### config.mk
export PLATFORM = sky130hd
export DESIGN_NAME = div_sequencer
export DESIGN_NICKNAME = d
export VERILOG_FILES = /design/src/rtl/div_sequencer.sv
export SDC_FILE = /design/constraint.sdc
export NUM_CORES = 1
export LEC_CHECK = 0
export BUFFER_PORTS_ARGS = -buffer_cell sky130_fd_sc_hd__buf_2
export CELL_PAD_IN_SITES_DETAIL_PLACEMENT = 1
export CELL_PAD_IN_SITES_GLOBAL_PLACEMENT = 1
export CORE_MARGIN = 5
export CORE_UTILIZATION = 40
export DETAILED_ROUTE_END_ITERATION = 10
export PLACE_DENSITY = 0.8
export SLEW_MARGIN = 0
export SYNTH_ARGS = -nofsm -noshare
export SYNTH_HDL_FRONTEND = slang
export SYNTH_SLANG_ARGS = --single-unit
### constraint.sdc
create_clock -name clk -period 5.7 [get_ports clk]
set_input_delay 1.14 -clock clk [delete_from_list [all_inputs] [get_ports clk]]
set_output_delay 1.14 -clock clk [all_outputs]
set_load 0.01 [all_outputs]
### src/rtl/div_sequencer.sv
// Multi-cycle radix-2 restoring divider controller for DIV/DIVU.
// Stalls EX while dividing and produces one HI (remainder) / LO (quotient) write.
module div_sequencer #(
  parameter int WIDTH = 32,
  parameter int CNT_W = 6
) (
  input  logic             clk,
  input  logic             rst,
  input  logic             start_i,
  input  logic             signed_i,
  input  logic [WIDTH-1:0] dividend_i,
  input  logic [WIDTH-1:0] divisor_i,
  input  logic             annul_i,
  output logic             stall_o,
  output logic             done_o,
  output logic             hilo_en_o,
  output logic [WIDTH-1:0] hi_o,
  output logic [WIDTH-1:0] lo_o
);

  typedef enum logic [1:0] {S_IDLE, S_ZERO, S_BUSY, S_DONE} state_t;

  localparam logic [CNT_W-1:0] LAST_CNT = CNT_W'(WIDTH - 1);

  state_t           state_reg, state_next;
  logic [CNT_W-1:0] cnt_reg;
  logic [WIDTH-1:0] rem_reg, quo_reg, dvs_reg, dvd_reg;
  logic [WIDTH-1:0] hi_reg, lo_reg;
  logic             neg_q_reg, neg_r_reg;

  logic             accept;
  logic             last_step;
  logic [WIDTH-1:0] dvd_abs, dvs_abs;
  logic [WIDTH-1:0] rem_shift, rem_step, quo_step;
  logic [WIDTH:0]   diff;
  logic             no_borrow;

  assign accept    = start_i & ~annul_i;
  assign last_step = (cnt_reg == LAST_CNT);

  assign dvd_abs = (signed_i & dividend_i[WIDTH-1]) ? -dividend_i : dividend_i;
  assign dvs_abs = (signed_i & divisor_i[WIDTH-1])  ? -divisor_i  : divisor_i;

  // One restoring step; the bit shifted out of rem counts as a guaranteed no-borrow.
  assign rem_shift = {rem_reg[WIDTH-2:0], quo_reg[WIDTH-1]};
  assign diff      = {1'b0, rem_shift} - {1'b0, dvs_reg};
  assign no_borrow = rem_reg[WIDTH-1] | ~diff[WIDTH];
  assign rem_step  = no_borrow ? diff[WIDTH-1:0] : rem_shift;
  assign quo_step  = {quo_reg[WIDTH-2:0], no_borrow};

  always_ff @(posedge clk) begin
    if (rst) begin
      state_reg <= S_IDLE;
    end else begin
      state_reg <= state_next;
    end
  end

  always_comb begin
    state_next = state_reg;
    case (state_reg)
      S_IDLE: begin
        if (accept) begin
          state_next = (divisor_i == '0) ? S_ZERO : S_BUSY;
        end
      end
      S_ZERO: state_next = annul_i ? S_IDLE : S_DONE;
      S_BUSY: begin
        if (annul_i) begin
          state_next = S_IDLE;
        end else if (last_step) begin
          state_next = S_DONE;
        end
      end
      S_DONE:  state_next = S_IDLE;
      default: state_next = S_IDLE;
    endcase
  end

  always_comb begin
    stall_o   = 1'b0;
    done_o    = 1'b0;
    hilo_en_o = 1'b0;
    case (state_reg)
      S_IDLE: stall_o = accept;
      S_ZERO: stall_o = 1'b1;
      S_BUSY: stall_o = 1'b1;
      S_DONE: begin
        done_o    = ~annul_i;
        hilo_en_o = ~annul_i;
      end
      default: ;
    endcase
  end

  // Datapath; hi/lo only change on a transition into DONE.
  always_ff @(posedge clk) begin
    if (rst) begin
      cnt_reg   <= '0;
      rem_reg   <= '0;
      quo_reg   <= '0;
      dvs_reg   <= '0;
      dvd_reg   <= '0;
      neg_q_reg <= 1'b0;
      neg_r_reg <= 1'b0;
      hi_reg    <= '0;
      lo_reg    <= '0;
    end else begin
      case (state_reg)
        S_IDLE: begin
          if (accept) begin
            cnt_reg   <= '0;
            rem_reg   <= '0;
            quo_reg   <= dvd_abs;
            dvs_reg   <= dvs_abs;
            dvd_reg   <= dividend_i;
            neg_q_reg <= signed_i & (dividend_i[WIDTH-1] ^ divisor_i[WIDTH-1]);
            neg_r_reg <= signed_i & dividend_i[WIDTH-1];
          end
        end
        S_ZERO: begin
          if (!annul_i) begin
            hi_reg <= dvd_reg;
            lo_reg <= '1;
          end
        end
        S_BUSY: begin
          rem_reg <= rem_step;
          quo_reg <= quo_step;
          cnt_reg <= cnt_reg + 1'b1;
          if (last_step && !annul_i) begin
            hi_reg <= neg_r_reg ? -rem_step : rem_step;
            lo_reg <= neg_q_reg ? -quo_step : quo_step;
          end
        end
        default: ;
      endcase
    end
  end

  assign hi_o = hi_reg;
  assign lo_o = lo_reg;

endmodule

Yosys cells after proc, flatten, opt, wreduce, memory -nomap -nowiden
Index checks and enable logic that the tools add are counted.

word-level totals
  flip-flop bits (word level) = 202
  bits of input ports = 69
  output and inout port bits = 67

cells by class
  add/sub/neg operators = 6
  equality and inequality tests = 8
  muxes and demuxes = 25
  bitwise logic cells = 8
  reductions and logical operators = 11

operator list
  cell                                                                    number
  32-bit two-way mux                                                      11
  32-bit case mux with 2 select lines                                     4
  32-bit negation                                                         4
  32-bit by 32-bit subtractor with 33-bit output                          1
  32-bit zero test                                                        1
  6-bit case mux with 2 select lines                                      1
  2-bit two-way mux                                                       5
  2-bit case mux with 4 select lines                                      1
  6-bit by 1-bit adder with 6-bit output (second input constant)          1
  6-bit by 5-bit equality test with 1-bit output (second input constant)  1
  6-bit two-way mux                                                       1
  2-bit != test (second input constant)                                   3
  2-bit AND reduction                                                     3
  1-bit bitwise AND                                                       4
  2-bit equality test (second input constant)                             2
  2-bit nonzero test                                                      2
  3-bit != test (second input constant)                                   1
  3-bit AND reduction                                                     1
  2-bit by 1-bit equality test with 1-bit output (second input constant)  1
  2-bit zero test                                                         1
  1-bit NOT                                                               2
  1-bit case mux with 2 select lines                                      1
  2-bit OR reduction                                                      1
  1-bit logical AND                                                       1
  4 further kinds                                                         4

Logic depth before layout (Yosys ltp)
  depth after elaboration = 8
  mapped depth = 22

Least setup slack after synthesis
Ideal clock, no wire load.

  path type = register to register
  start = register quo_reg[31]
  end = register hi_reg[18], in the netlist hi_o[18]
  library setup time = 0.122 ns
  arrival time = 5.273 ns
  required time = 5.578 ns
  slack = 0.305 ns
  stages on the path, launching flop included = 21
  period minus slack after synthesis = 5.395 ns
  cells stage by stage = dfxtp_1 -> inv_1 -> ha_1 -> fa_1 -> nor2b_1 -> o31ai_1 -> a211oi_2 -> o211ai_4 -> nand3_4 -> buf_1 -> buf_1 -> clkbuf_1 -> nand2_1 -> o21ai_0 -> ha_1 -> nand4b_1 -> or4_1 -> a2bb2o_1 -> o2111a_1 -> a311o_1 -> a311o_1

on the way
  cells in the longest elaborated chain, start to end = 8

RTL lines
  what                                            line  text
  start, declared                                 27    logic [WIDTH-1:0] rem_reg, quo_reg, dvs_reg, dvd_reg;
  start signal, assigned                          114   quo_reg <= dvd_abs;
  start signal, assigned                          129   quo_reg <= quo_step;
  32-bit by 32-bit subtractor with 33-bit output  46    assign diff = {1'b0, rem_shift} - {1'b0, dvs_reg};
  1-bit NOT                                       47    assign no_borrow = rem_reg[WIDTH-1] | ~diff[WIDTH];
  1-bit bitwise OR                                47
  32-bit two-way mux (*)                          48    assign rem_step = no_borrow ? diff[WIDTH-1:0] : rem_shift;
  32-bit negation                                 132   hi_reg <= neg_r_reg ? -rem_step : rem_step;
  32-bit two-way mux (*)                          132
  32-bit two-way mux (*)                          131   if (last_step && !annul_i) begin
  32-bit case mux with 2 select lines (*)         109   case (state_reg)
  end signal, assigned                            123   hi_reg <= dvd_reg;
  end signal, assigned                            132
  end, declared                                   28    logic [WIDTH-1:0] hi_reg, lo_reg;

Mark *: on every way between the ends. The rest lies on a longest branch, timed or not. The select of a mux whose other input is x is not followed.
A chain may end at the register's enable or synchronous reset.

Worst setup path in the final report
  start = register quo_reg[31]
  end = register hi_reg[30], in the netlist hi_o[30]

The elaborated chain is that of the path after synthesis.

==> metrics <==
run status=finished clean; total count of hold-check failures in the final report=0; crit path kind=reg -> reg; largest fanout on the critical path=18; ANT cells=0; power density relative to cell area=590 mW/mm^2; clock tree from TritonCTS=yes; first-pass GRT wire length=80,200 um; clock sink count=202; number of enable flip-flop cells after synthesis=0; maximum clock insertion buffer count=3; CP Data Arrival Time=5.70 ns; Cell Rows=67; Layout area overhead=13.0%; number of clock buffers inserted by TritonCTS=24; Async S/R FF share, synth=0%; Primary FF master, synth=sky130_fd_sc_hd__dfxtp_1; post-DR vias/cell=6.09; average cell area after synthesis=7.43 sq um; netlist area before placement=0.0135 sq mm; final instance area=0.0153 sq mm; register area share after synthesis=29.9%; Fill cells=4,198; routed length per instance=21.7 um; first drt pass iteration count=5; fmax=0.190 GHz; final number of setup-violating endpoints=0; yosys synthesis warning count=0; leading cell type in the layout, fill and taps excluded=sky130_fd_sc_hd__nand2_1; Max-cap violations=0; overall die height=194 um; fin. max-slew vios=0; root buf cell=sky130_fd_sc_hd__clkbuf_16; max-slew headroom at the worst pin=13.4%; number of buffers inserted by port buffering=135; number of synthesized register bits=202; syn nets=1,933; cell with the largest stage delay on the worst path=sky130_fd_sc_hd__nor4_1; total routed wirelength=51,100 um; clock input transition at the sequential cells of the worst setup and hold paths=0.06 ns; crit start category=flop; Post-Route Skew=0.0254 ns; setup repair after global routing missed its margin=false; number of levels the H-tree was split into=1; all-layer global routing usage=25.8%; placement-stage cell area=0.0145 sq mm; CP Capture Type=flop; Die Area=0.0376 sq mm; Buf+Inv Stages, Crit Path=1; Peak VDD IR=296 uV; Congestion Overflow GR=0; clk_lat worst skew=0.55 ns; area of the core region=0.0334 sq mm; type of the tightest min-delay check=reg -> reg; final critical-path share of the clock period=92.5%; cell type with the highest occurrence count on the critical path=sky130_fd_sc_hd__ha_1; I/O pin count=136; DRT antenna net count=0; number of distinct library cells after synthesis=86; initial antenna violation count=0; die width=194 um; drt drc=0; post-layout min period=5.27 ns; Placer Congestion=0.890; Crit path max-delay family=simple AND/OR/NAND/NOR gates; number of buffers added for setup after CTS=0; PnR worst setup slack=0.425 ns; effective utilization at floorplan=40.4%; post-synthesis cell count=1,820; quantity of hold-fixing buffers added after cts=0; hpwl dp=38,200 um; Data required, critical path=6.12 ns; commonest cells after routing, fill and taps aside=sky130_fd_sc_hd__nand2_1 (278), sky130_fd_sc_hd__dfxtp_1 (202), sky130_fd_sc_hd__nor2_1 (181), sky130_fd_sc_hd__a21oi_1 (180), sky130_fd_sc_hd__buf_2 (134); vias after detailed routing=14,300; pin count of the biggest net entering global routing=83; Setup TNS=0 ns; ordered list of cells on the worst path=inv_1 > ha_1 > fa_1 > nor2b_1 > o31ai_1 > a211oi_2 > o211ai_4 > nand3_4 > nand2_1 > o21ai_0 > ha_1 > nand4b_1 > or4_1 > a211o_1 > nor4_1 > and4_1 > nor3_1; proportion of layout cells with a drive suffix above 1=12.9%; Design Power=9.02 mW; number of design-rule violations left by the first detailed-router iteration=1,107; number of global-route vias before repair=14,200; count of instances resized after the clock tree is built=0; Critical Path Max Stage Delay=0.68 ns; worst slack after detailed placement=0.611 ns; Final Net Count=1,999; Worst Max-Slew Pin Slew=1.30 ns; leakage power total=6.05 nW
-- report_power, final --
group	internal (mW)	leakage (nW)	switching, mW
sequential	1.72	1.64	0.310
clock	0.874	0.387	0.668
combinational	1.85	4.01	3.60
-- metal layers --
layer / part of all wire [%] / wire (um) / track usage, %
met5: 0 / 0 / 0
met4: 2.6 / 1320 / 6.72
met3: 6.2 / 3160 / 3.25
met2: 45 / 22800 / 41.1
met1: 47 / 23800 / 37.0
-- final timing paths --
kind | startpoint | slack, ns | depth (start not counted) | endpoint
max reg2reg | quo_reg[31] | 0.43 | 17 | hi_o[30]
min | hi_o[13] | 0.45 | 2 | hi_o[13]
min reg2reg | hi_o[13] | 0.45 | 2 | hi_o[13]
max | quo_reg[31] | 0.43 | 17 | hi_o[30]
-- through the flow --
step	utilization (%)	instances	hold slack, ns
finish	45.7	2351	0.451
global route	45.7	2351	0.464
CTS	45.7	2351	0.455
detailed placement	43.3	2308	0.447
global placement	43.3	2308	0.441
floorplan	-	1820	0.432
-- kinds of logic after synthesis --
kind of cell | after synthesis | share of synthesized area (%)
compound gates | 566 | 27.5
xor+xnor | 117 | 7.58
buf+inv | 180 | 5.17
fa+ha+maj | 44 | 4.13
mux | 29 | 2.24
simple gates | 682 | 23.5
flops | 202 | 29.9
-- tightest hold or removal path, cell delays in order (launching register included) --
cell and delay, ns:
sky130_fd_sc_hd__dfxtp_1 0.30, sky130_fd_sc_hd__nand2_1 0.05, sky130_fd_sc_hd__a21oi_1 0.05
-- area by class of cell --
type | instances | area [sq um] | share of cell area [%]
clock buffers | 29 | 659 | 4.32
well taps | 448 | 561 | 3.67
repair buffers | 157 | 847 | 5.55
clock inverters | 14 | 128 | 0.836
inverters | 63 | 236 | 1.55
multi-input cells | 1438 | 8790 | 57.6
flip-flops and latches | 202 | 4040 | 26.5
-- synth_stat cells (17+ instances only) --
master / n / area share [%]
sky130_fd_sc_hd__a22oi_1: 29 / 1.6
sky130_fd_sc_hd__nor2_1: 182 / 5.1
sky130_fd_sc_hd__a21o_1: 22 / 1.2
sky130_fd_sc_hd__xor2_1: 49 / 3.2
sky130_fd_sc_hd__a211oi_1: 50 / 2.8
sky130_fd_sc_hd__or3_1: 25 / 1.2
sky130_fd_sc_hd__xnor2_1: 68 / 4.4
sky130_fd_sc_hd__nor3_1: 38 / 1.4
sky130_fd_sc_hd__inv_1: 62 / 1.7
sky130_fd_sc_hd__ha_1: 43 / 4.0
sky130_fd_sc_hd__o21ai_0: 93 / 3.4
sky130_fd_sc_hd__mux2i_1: 19 / 1.4
sky130_fd_sc_hd__clkbuf_1: 89 / 2.5
sky130_fd_sc_hd__nand2_1: 278 / 7.7
sky130_fd_sc_hd__a21oi_1: 180 / 6.7
sky130_fd_sc_hd__a31oi_1: 17 / 0.79
sky130_fd_sc_hd__o211ai_1: 21 / 1.2
sky130_fd_sc_hd__dfxtp_1: 202 / 30
sky130_fd_sc_hd__o31ai_1: 23 / 1.3
sky130_fd_sc_hd__nand3_1: 22 / 0.81
sky130_fd_sc_hd__o22ai_1: 21 / 0.97
No activity file was read; power rests on OpenSTA's default activity.
